File: src/rtl/riscv_pkg.sv
// Shared RV32I datapath definitions.
//   XLEN      : datapath / immediate width (only 32 supported)
//   IMM_W     : width of the raw immediate field fed from decode
//   imm_src_t : immediate format select codes; 3'b110 and 3'b111 are
//               intentionally left unassigned and are reported as illegal
package riscv_pkg;

    localparam int XLEN  = 32;
    localparam int IMM_W = 12;

    typedef enum logic [2:0] {
        IMM_I = 3'b000,
        IMM_S = 3'b001,
        IMM_B = 3'b010,
        IMM_U = 3'b011,
        IMM_J = 3'b100,
        IMM_Z = 3'b101
    } imm_src_t;

    // True for the two reserved select codes.
    function automatic logic imm_src_illegal(input logic [2:0] src);
        return (src == 3'b110) || (src == 3'b111);
    endfunction

endpackage

File: src/rtl/extend_unit_if.sv
// Request/result bundle between decode and the immediate generator.
//   in_valid  : qualifies ImmSrc/ext/instr this cycle
//   ImmSrc    : immediate format select
//   ext       : raw 12-bit immediate field (I and Z formats)
//   instr     : full instruction word (S, B, U and J formats)
//   ImmExt    : registered 32-bit immediate
//   out_valid : ImmExt was loaded from a valid request last cycle
//   illegal   : last accepted ImmSrc was a reserved code
// Modports: master drives requests and observes results, slave is the
// immediate generator.
interface extend_unit_if;
    import riscv_pkg::*;

    logic             in_valid;
    logic [2:0]       ImmSrc;
    logic [IMM_W-1:0] ext;
    logic [31:0]      instr;
    logic [XLEN-1:0]  ImmExt;
    logic             out_valid;
    logic             illegal;

    modport master (
        output in_valid, ImmSrc, ext, instr,
        input  ImmExt, out_valid, illegal
    );

    modport slave (
        input  in_valid, ImmSrc, ext, instr,
        output ImmExt, out_valid, illegal
    );

endinterface

File: src/rtl/extend_unit_imm_decode.sv
// Combinational immediate builder (module imm_decode).
//   imm_src : format select
//   ext     : raw 12-bit field, read only for I and Z
//   instr   : instruction word, read only for S, B, U and J
//   imm     : assembled 32-bit immediate (0 for reserved selects)
//   illegal : select is a reserved code
// Every arm touches only the input its format needs, so X on the
// unused operand cannot leak into the result.
module imm_decode
    import riscv_pkg::*;
(
    input  logic [2:0]       imm_src,
    input  logic [IMM_W-1:0] ext,
    input  logic [31:0]      instr,
    output logic [XLEN-1:0]  imm,
    output logic             illegal
);

    // Opcode field never contributes to any immediate.
    logic unused_opcode;
    assign unused_opcode = &{1'b0, instr[6:0]};

    always_comb begin
        imm     = '0;
        illegal = 1'b0;
        case (imm_src)
            IMM_I: imm = {{20{ext[11]}}, ext};
            IMM_S: imm = {{20{instr[31]}}, instr[31:25], instr[11:7]};
            IMM_B: imm = {{19{instr[31]}}, instr[31], instr[7],
                          instr[30:25], instr[11:8], 1'b0};
            IMM_U: imm = {instr[31:12], 12'h000};
            IMM_J: imm = {{11{instr[31]}}, instr[31], instr[19:12],
                          instr[20], instr[30:21], 1'b0};
            IMM_Z: imm = {20'h0, ext};
            default: begin
                imm     = '0;
                illegal = imm_src_illegal(imm_src);
            end
        endcase
    end

endmodule

File: src/rtl/extend_unit.sv
// RV32I immediate generator with a single output register stage.
//   clk   : rising-edge clock
//   rst_n : asynchronous active-low reset, clears all outputs
//   bus   : request/result bundle (slave side)
// A valid request loads ImmExt and illegal on the next edge and raises
// out_valid for exactly that cycle; idle cycles hold ImmExt/illegal.
module extend_unit
    import riscv_pkg::*;
(
    input  logic         clk,
    input  logic         rst_n,
    extend_unit_if.slave bus
);

    logic [XLEN-1:0] dec_imm;
    logic            dec_illegal;

    imm_decode u_imm_decode (
        .imm_src (bus.ImmSrc),
        .ext     (bus.ext),
        .instr   (bus.instr),
        .imm     (dec_imm),
        .illegal (dec_illegal)
    );

    logic [XLEN-1:0] imm_q;
    logic            valid_q;
    logic            illegal_q;

    always_ff @(posedge clk or negedge rst_n) begin
        if (!rst_n) begin
            imm_q     <= '0;
            valid_q   <= 1'b0;
            illegal_q <= 1'b0;
        end else begin
            valid_q <= bus.in_valid;
            if (bus.in_valid) begin
                imm_q     <= dec_imm;
                illegal_q <= dec_illegal;
            end
        end
    end

    assign bus.ImmExt    = imm_q;
    assign bus.out_valid = valid_q;
    assign bus.illegal   = illegal_q;

endmodule

File: src/flat_wrapper.sv
// flat-port wrapper written by rule: the top's interface ports become plain ports
module extend_unit_flat import riscv_pkg::*;
  (clk, rst_n, bus_in_valid, bus_ImmSrc, bus_ext, bus_instr, bus_ImmExt, bus_out_valid, bus_illegal);
  extend_unit_if bus_i ();
  input  logic clk;
  input  logic rst_n;
  input wire logic [$bits(bus_i.in_valid)-1:0] bus_in_valid;
  input wire logic [$bits(bus_i.ImmSrc)-1:0] bus_ImmSrc;
  input wire logic [$bits(bus_i.ext)-1:0] bus_ext;
  input wire logic [$bits(bus_i.instr)-1:0] bus_instr;
  output wire logic [$bits(bus_i.ImmExt)-1:0] bus_ImmExt;
  output wire logic [$bits(bus_i.out_valid)-1:0] bus_out_valid;
  output wire logic [$bits(bus_i.illegal)-1:0] bus_illegal;
  assign bus_i.in_valid = bus_in_valid;
  assign bus_i.ImmSrc = bus_ImmSrc;
  assign bus_i.ext = bus_ext;
  assign bus_i.instr = bus_instr;
  assign bus_ImmExt = bus_i.ImmExt;
  assign bus_out_valid = bus_i.out_valid;
  assign bus_illegal = bus_i.illegal;
  extend_unit u_core (.clk(clk), .rst_n(rst_n), .bus(bus_i));
endmodule
File: config.mk
export PLATFORM = sky130hd
export DESIGN_NAME = extend_unit_flat
export DESIGN_NICKNAME = d
export VERILOG_FILES = /design/src/rtl/riscv_pkg.sv /design/src/rtl/extend_unit_if.sv /design/src/rtl/extend_unit_imm_decode.sv /design/src/rtl/extend_unit.sv /design/src/flat_wrapper.sv
export SDC_FILE = /design/constraint.sdc
export NUM_CORES = 1
export LEC_CHECK = 0
export BUFFER_PORTS_ARGS = -buffer_cell sky130_fd_sc_hd__buf_2
export CAP_MARGIN = 25
export CELL_PAD_IN_SITES_DETAIL_PLACEMENT = 1
export CELL_PAD_IN_SITES_GLOBAL_PLACEMENT = 2
export CORE_MARGIN = 4
export CORE_UTILIZATION = 31
export CTS_BUF_LIST = sky130_fd_sc_hd__clkbuf_2 sky130_fd_sc_hd__clkbuf_4 sky130_fd_sc_hd__clkbuf_8
export CTS_CLUSTER_SIZE = 16
export DETAILED_ROUTE_END_ITERATION = 10
export PLACE_DENSITY_LB_ADDON = 0.1
export REMOVE_ABC_BUFFERS = 1
export SETUP_SLACK_MARGIN = 0.1
export SYNTH_ARGS = -nofsm -noshare
export SYNTH_HDL_FRONTEND = slang
export SYNTH_SLANG_ARGS = --single-unit
File: constraint.sdc
create_clock -name clk -period 1.35 [get_ports clk]
set_input_delay 0.27 -clock clk [delete_from_list [all_inputs] [get_ports clk]]
set_output_delay 0.27 -clock clk [all_outputs]
set_load 0.03 [all_outputs]
**Word level (Yosys, flattened, before mapping)**

Cells that the tools add are included.

- Register bits: 34
- Input port bits: 50
- Output and inout bits: 34
- Word-level logic and storage cells: 15

- Equality and inequality tests: 7
- Muxes and demuxes: 2
- Reduce and logical (&&, ||, !) cells: 3

Operators with widths:

| operator | count |
|---|---|
| $pmux W32 S6 | 1 |
| $eq A3 B3 Y1 const B | 4 |
| $eq A3 B2 Y1 const B | 2 |
| $reduce_or A6 Y1 | 1 |
| $eq A3 B1 Y1 const B | 1 |
| $logic_not A3 Y1 | 1 |
| $logic_or A1 B1 Y1 | 1 |
| $mux W1 | 1 |

**Logic depth before layout (Yosys ltp)**

Gate-level depths: netlist of run 1.

- Depth in word-level cells: 3
- Mapped depth: 7
- Depth with buffers taken out: 4

**Modules after synthesis**

From an unflattened synthesis of run 1, not the netlist that was laid out.

- Cell total of the unflattened synthesis: 167
- Area total of the unflattened synthesis: 2159.6 µm²

Modules (own cells, without submodules):

| module | times used | cells an instance | area each (µm²) | seq. area each (µm²) |
|---|---|---|---|---|
| extend_unit | 1 | 71 | 1406.3 | 850.8 |
| imm_decode | 1 | 96 | 753.2 | 0.0 |

**Least setup slack after synthesis of run 1**

OpenSTA, ideal clock, no wires.

- Path kind: input to register
- Start: in bus_ImmSrc[2]
- End: reg u_core.imm_q[21] (netlist: u_core.bus.ImmExt[21])
- Library setup time: 0.126 ns
- Arrival time: 1.265 ns
- Required time: 1.224 ns
- Path slack: -0.041 ns
- Stages on the path: 6
- Buffers on the path: 2
- Cells stage by stage: buf_6 -> mux2i_1 -> nor3_1 -> o31a_1 -> buf_6 -> a221o_1

- Word-level cells in the longest chain between the ends: 2
- Elaborated cells on any way between the ends: 7
- Those cells by class: eq/ne (5); mux (1); reduce/logical (1)

RTL lines:

| element | RTL line | source |
|---|---|---|
| start, declared | flat_wrapper.sv:8 | `input wire logic [$bits(bus_i.ImmSrc)-1:0] bus_ImmSrc;` |
| $eq A3 B3 Y1 (tied with other cells) | extend_unit_imm_decode.sv:26 | `case (imm_src)` |
| $pmux W32 S6 * | extend_unit_imm_decode.sv:26 |  |
| end signal, assigned | extend_unit.sv:38 | `imm_q <= dec_imm;` |
| end, declared | extend_unit.sv:26 | `logic [XLEN-1:0] imm_q;` |

Every way passes the cells marked *; elsewhere a longest branch is shown, timed or not.
A chain may end at the register's enable or synchronous reset.

**Final worst setup path of run 1**

- Start: in bus_ImmSrc[2]
- End: reg u_core.imm_q[20] (netlist: u_core.bus.ImmExt[20])

The elaborated chain is that of the path after synthesis.

==> key figures, run 1 <==
Run status
  • Status: completed

Synth
  • Asr flop ratio synth: 100%
  • Top cell type's share of synthesized area: 50.1%
  • #FFs+latches synth: 34
  • Post-synth cell types: 34
  • Syn Area/Cell: 12.7 um^2
  • Yosys top cell by area: dfrtp_1
  • Seq/Total Area, Yosys: 50.1%
  • Prevailing post-synth register cell: dfrtp_1
  • Yosys warns: 0
  • Synth top area cells: dfrtp_1, a221o_1, mux2i_1, a211oi_1, buf_6
  • EDFF count, synth: 0
  • Mapped Area: 1700 um^2
  • Gate Count Post-Synth: 134

Power
  • Total power: 2.73 mW
  • Comb pwr share: 30.6%
  • Seq pwr share: a little over two fifths
  • Max IR drop VDD: between 0.4 and 0.5 mV
  • P_int: 1.81 mW
  • Switching part of the total: 33.7%
  • Pwr per Cell Area: 1120 nW/um^2
  • Clock Power Share: 25.6%
  • NetSw: 0.919 mW
  • Leakage: about 1.2 nW

Timing
  • Max Fclk: just over 800 MHz
  • Final Hold Fails: 0
  • Setup repair after global routing missed its margin: no
  • Least-Margin Pin Slew: 385 ps
  • Post-layout min period: 1220 ps
  • Slew margin rel.: 74.2%
  • Clock skew: 0 ps
  • Final worst-path cycle share: between 90% and 100%
  • Max Slew Vio Count: 0
  • Final setup vio count: 0

Clock network
  • TritonCTS Buffers: 5
  • Max clock buf depth: 2
  • CTS Root Cell: clkbuf_8
  • Clock Sink Count: 34
  • CTS clock-pin slew for the worst setup and hold paths: 70 ps
  • Htree depth: 2
  • CTS tree: done
  • Later-pin clock latency in the skew report: 280 ps

Placed design
  • Post-DP HPWL: approximately 4300 um
  • Routability cong.: 0.860
  • PortBufs: 76
  • Dpl cell area: 2290 um^2

Die
  • Core box area: roughly 5200 um^2
  • Ports: 84
  • DIE AREA: 6720 um^2
  • Die height: 82.0 um
  • Std-Cell Rows: 26
  • Initial Utilization: 32.6%
  • Die X: 82.0 um

Global routing
  • Vias in the first global route: about 1700
  • GRT met3 Usage: 4.28%
  • Grt total ovfl: 0
  • GR Util met1: 21.7%
  • Largest net degree at the start of global routing: 21
  • Most crowded layer after global routing: met2
  • First-pass GRT wire length: 8980 um
  • Total Routing Usage GR: 17.7%
  • Initial antenna violation count: 0
  • Met2 global-route usage: slightly above 30%

Setup path
  • Arrival time of the worst setup path: ~1400 ps
  • WS Path Type: in2reg
  • Worst Setup Start Kind: primary input
  • WP data required: 1520 ps
  • Setup crit end kind: flip-flop
  • CP Max Fanout: 8
  • Worst R2R Start: u_core.bus.ImmExt[9]
  • FF-to-FF path depth: 2
  • Reg2Reg Setup Slack: 450 ps
  • R2r endpoint: u_core.bus.ImmExt[9]

Detailed routing
  • DRC: 0
  • WL final: 5500 um
  • Vias per cell: 5.19
  • DR iter-0 viols: 64
  • Via count: 1584
  • First-pass DRT Iterations: 4
  • Routed len/inst: 18.0 um
  • Post-route ant nets: 0

Finish
  • Most frequent cells in the layout: buf_2, dfrtp_1, a221o_1
  • Share of cells above drive strength 1: a little under three fifths
  • Antenna Diode Count: 0
  • Most common cell after layout, fill and taps aside: buf_2
  • # nets final: 285
  • Layout Cell Area excl Fill: 2440 um^2
  • FILL cells: 591
  • Area grow syn2layout: 43.7%

Hold path
  • Worst Hold Launch: bus_ext[10]
  • Hold/Removal Path Class: in2reg
  • WHS Path Cells: 2
  • Hold endpoint: u_core.bus.ImmExt[10]

Run
  • MaxCap Viol Count: 0
[metal layers]
layer  part of all wire (%)  wire (um)  vias to the layer above
met5                      0          0                        -
met4                    1.7         95                        0
met3                    5.6        309                       10
met2                     50       2750                       52
met1                     43       2340                      782
li1                       -          -                      740
[critical path, cell delays in order]
cell and delay, ps:
buf_6 120, mux2i_1 200, nor3_1 60, o31a_1 300, buf_4 140, a221o_2 290
[cell usage after synthesis, types with 2 or more instances]
cell / count
dfrtp_1: 34
a221o_1: 29
a211oi_1: 8
nor2b_1: 8
mux2i_1: 7
buf_6: 5
clkbuf_1: 5
a21oi_1: 4
and2b_2: 3
nor2_1: 3
inv_1: 2
inv_2: 2
nor4b_1: 2
o21ai_0: 2
[flip-flops by register name, indices dropped and copies added (netlist names)]
register              cells
u_core.bus.ImmExt        32
u_core.bus.illegal        1
u_core.bus.out_valid      1
[kinds of logic after synthesis]
group	Yosys count	synth area share, %
XOR/XNOR	1	0.516
multiplexers	8	4.79
AO/OA/AOI/OAI	51	27.8
AND/OR/NAND/NOR	24	10.2
flip-flops	34	50.1
buffers and inverters	16	6.56
[cell type report]
| cell class | count | area [um^2] | share of cell area [%] |
|---|---|---|---|
| timing repair buffer | 106 | 631 | 25.9 |
| multi-input combinational | 84 | 774 | 31.8 |
| inverter | 4 | 15.0 | 0.616 |
| clock inverter | 2 | 10.0 | 0.411 |
| clock buffer | 5 | 68.8 | 2.82 |
| tap | 70 | 87.6 | 3.59 |
| sequential | 34 | 851 | 34.9 |
[worst max-delay path by stage]
stage / from / endpoint / slack (ps) / cells past startpoint
after global routing: bus_ImmSrc[2] / u_core.bus.ImmExt[3] / 100 / 6
after CTS: bus_ImmSrc[2] / u_core.bus.ImmExt[2] / 100 / 6
final: bus_ImmSrc[2] / u_core.bus.ImmExt[20] / 130 / 6
after global placement: bus_ImmSrc[2] / u_core.bus.ImmExt[30] / -230 / 6
after floorplan: bus_ImmSrc[0] / u_core.bus.ImmExt[20] / 60 / 4
after detailed placement: bus_ImmSrc[2] / u_core.bus.ImmExt[2] / -270 / 6
[power groups by stage]
stage	clock [mW]	combinational [mW]	sequential, mW
after floorplan	0	0.208	1.45
after global placement	0	0.803	1.21
after detailed placement	0	0.821	1.22
after CTS	0.729	0.830	1.20
after global routing	0.780	0.897	1.21
final	0.698	0.834	1.20
[what timing repair did]
action / CTS / global route
endpoints found under the hold margin: 14 / 0
cloned: 0 / 0
resized for setup: 2 / 9
setup buffers: 0 / 1
setup endpoints to repair: 16 / 29
hold buffers: 1 / 0
pin swaps: 0 / 1
[stage by stage]
stage	hold slack (ps)	setup WS, ps	util, %	setup TNS (ps)	instances
final	212	132	46.8	0	305
after global routing	206	99.4	46.8	0	305
after CTS	204	96.9	46.0	0	304
after detailed placement	206	-266	44.0	-6520	296
after global placement	211	-229	44.0	-5490	296
after floorplan	-25.6	59.7	-	0	122
No activity file was read; power rests on OpenSTA's default activity.
==> run 2: changes to the inputs <==
--- a/config.mk
+++ b/config.mk
@@ -14,6 +14,7 @@
 export CTS_BUF_LIST = sky130_fd_sc_hd__clkbuf_2 sky130_fd_sc_hd__clkbuf_4 sky130_fd_sc_hd__clkbuf_8
 export CTS_CLUSTER_SIZE = 16
 export DETAILED_ROUTE_END_ITERATION = 10
+export GPL_TIMING_DRIVEN = 0
 export PLACE_DENSITY_LB_ADDON = 0.1
 export REMOVE_ABC_BUFFERS = 1
 export SETUP_SLACK_MARGIN = 0.1
==> key figures, run 2 (same netlist as run 1, synthesis figures left out) <==
Run status
  • Status: completed

Setup path
  • Arrival time of the worst setup path: 1440 ps (+50 ps)
  • Setup crit end kind: flip-flop
  • Worst Setup Start Kind: primary input
  • CP Max Fanout: 8 (unchanged)
  • Critical Path Max Stage Delay: 340 ps (+40 ps)
  • WS Path Type: in2reg
  • WP data required: 1520 ps (about the same)
  • Buffer and inverter count on the worst path: 2 (unchanged)
  • Crit path cell chain: buf_16 > mux2i_2 > nor3_2 > o31a_2 > buf_12 > a221o_2
  • CP max-delay cell: o31a_2
  • Delay-heaviest family, CP: compound AO/OA/AOI/OAI gates

Global routing
  • Total Routing Usage GR: 16.0% (-1.7 points)
  • Largest net degree at the start of global routing: 35 (+67%)
  • First-pass GRT wire length: 8140 um (-9.4%)
  • Vias in the first global route: 1595 (-8.4%)
  • Grt total ovfl: 0 (unchanged)
  • Initial antenna violation count: 0 (unchanged)

Placed design
  • Pre-CTS setup slack: -688 ps (-422 ps)
  • Routability cong.: 0.685 (-20%)
  • Dpl cell area: 2070 um^2 (-9.7%)
  • Post-DP HPWL: 3530 um (-17%)
  • # placed instances: 268 (-9.5%)
  • PortBufs: 76 (unchanged)

Finish
  • Layout Cells excl Fill: 290 (-4.9%)
  • Share of cells above drive strength 1: 53.6% (-1.7 points)
  • Area grow syn2layout: 44.6%
  • FILL cells: 581 (-1.7%)
  • Number of flip-flops in the largest register: 32 (unchanged)
  • # nets final: 270 (-5.3%)
  • Most frequent cells in the layout: buf_2, dfrtp_1, a221o_1
  • Layout Cell Area excl Fill: 2450 um^2 (+0.67%)
  • Antenna Diode Count: 0 (unchanged)
  • Most common cell after layout, fill and taps aside: buf_2

Power
  • Max IR drop VDD: 0.531 mV (+11%)
  • Pwr per Cell Area: 1220 nW/um^2 (+8.6%)
  • Leakage: 1.20 nW (-2.4%)

Detailed routing
  • Via count: 1518 (-4.2%)
  • First-pass DRT Iterations: 4 (unchanged)
  • WL final: 5440 um (-1.0%)
  • Post-route ant nets: 0 (unchanged)
  • DR iter-0 viols: 60 (-6.3%)
  • Routed len/inst: 18.8 um (+4.1%)
  • DRC: 0 (unchanged)
  • Vias per cell: 5.23 (+0.79%)

Clock network
  • Later-pin clock latency in the skew report: 280 ps (about the same)
  • Clock Sink Count: 34 (unchanged)
  • Htree depth: 2 (unchanged)
  • CTS clock-pin slew for the worst setup and hold paths: 70 ps (about the same)
  • Max clock buf depth: 2 (unchanged)
  • CTS tree: done
  • CTS Root Cell: clkbuf_8
  • TritonCTS Buffers: 5 (unchanged)

Timing
  • Min Hold Slack: 53.9 ps (-159 ps)
  • Max Slew Vio Count: 0 (unchanged)
  • Final setup vio count: 0 (unchanged)
  • Slew margin rel.: 49.9% (-24 points)
  • Final Hold Fails: 0 (unchanged)
  • Least-Margin Pin Slew: 752 ps (+367 ps)
  • Post-layout min period: 1270 ps (+53.6 ps)
  • Setup repair after global routing missed its margin: yes
  • Worst setup margin: 78.2 ps (-53.6 ps)
  • Max Fclk: 786 MHz (-4.2%)
  • Final worst-path cycle share: 94.2% (+4.0 points)
  • Clock skew: 0 ps (unchanged)

Die
  • Die height: 82.0 um (unchanged)
  • Core box area: 5200 um^2 (unchanged)
  • Ports: 84 (unchanged)
  • Std-Cell Rows: 26 (unchanged)
  • DIE AREA: 6720 um^2 (unchanged)
  • Die X: 82.0 um (unchanged)
  • Initial Utilization: 32.6% (unchanged)

Run
  • MaxCap Viol Count: 0 (unchanged)

Hold path
  • Hold/Removal Path Class: in2async
[run 2: timing repair]
item / 4_1_cts / 5_1_grt
pin swaps: 2 / 1
setup endpoints to repair: 31 / 26
hold buffers: 0 / 0
buffers inserted: 5 / 8
gates cloned: 1 / 1
resized for setup: 14 / 13
[run 2: worst paths after layout]
kind / from / endpoint / slack [ps] / cells after the start
min in group clk: bus_ext[10] / u_core.bus.ImmExt[10] / 220 / 2
setup reg to reg: u_core.bus.ImmExt[8] / u_core.bus.ImmExt[8] / 450 / 2
hold / removal: rst_n / u_core.bus.out_valid / 50 / 1
hold reg to reg: u_core.bus.ImmExt[11] / u_core.bus.ImmExt[11] / 480 / 1
setup / recovery: bus_ImmSrc[2] / u_core.bus.ImmExt[20] / 80 / 6
max in group asynchronous: rst_n / u_core.bus.ImmExt[2] / 820 / 1
[run 2: report_power, final]
group	total, mW	internal [mW]	switching (mW)	leakage, nW
registers	1.19	1.13	0.0599	0.434
clock network	0.957	0.591	0.366	0.0573
logic	0.833	0.331	0.502	0.707
[run 2: per-layer routing]
metal  wire length (um)  track usage (%)
met2               2790             28.1
met1               2340             19.4
met5                  0                0
met4                 15             3.49
met3                301             4.39
[run 2: area by class of cell]
class                           instances  area (um^2)  area share, %
Sequential cell                        34          851           34.7
Multi-Input combinational cell         84          791           32.2
Timing Repair Buffer                   91          588           24.0
Tap cell                               70         87.6           3.57
Clock buffer                            6         82.6           3.37
Clock inverter                          1         30.0           1.22
Inverter                                4         23.8          0.969
[run 2: per-stage QoR]
| stage | util [%] | power (mW) | setup TNS, ps |
|---|---|---|---|
| after floorplan | - | 1.66 | 0 |
| after global placement | 39.7 | 1.94 | -15560 |
| after detailed placement | 39.7 | 1.97 | -16640 |
| after CTS | 44.6 | 2.97 | 0 |
| after global routing | 47.1 | 3.12 | 0 |
| final | 47.1 | 2.98 | 0 |
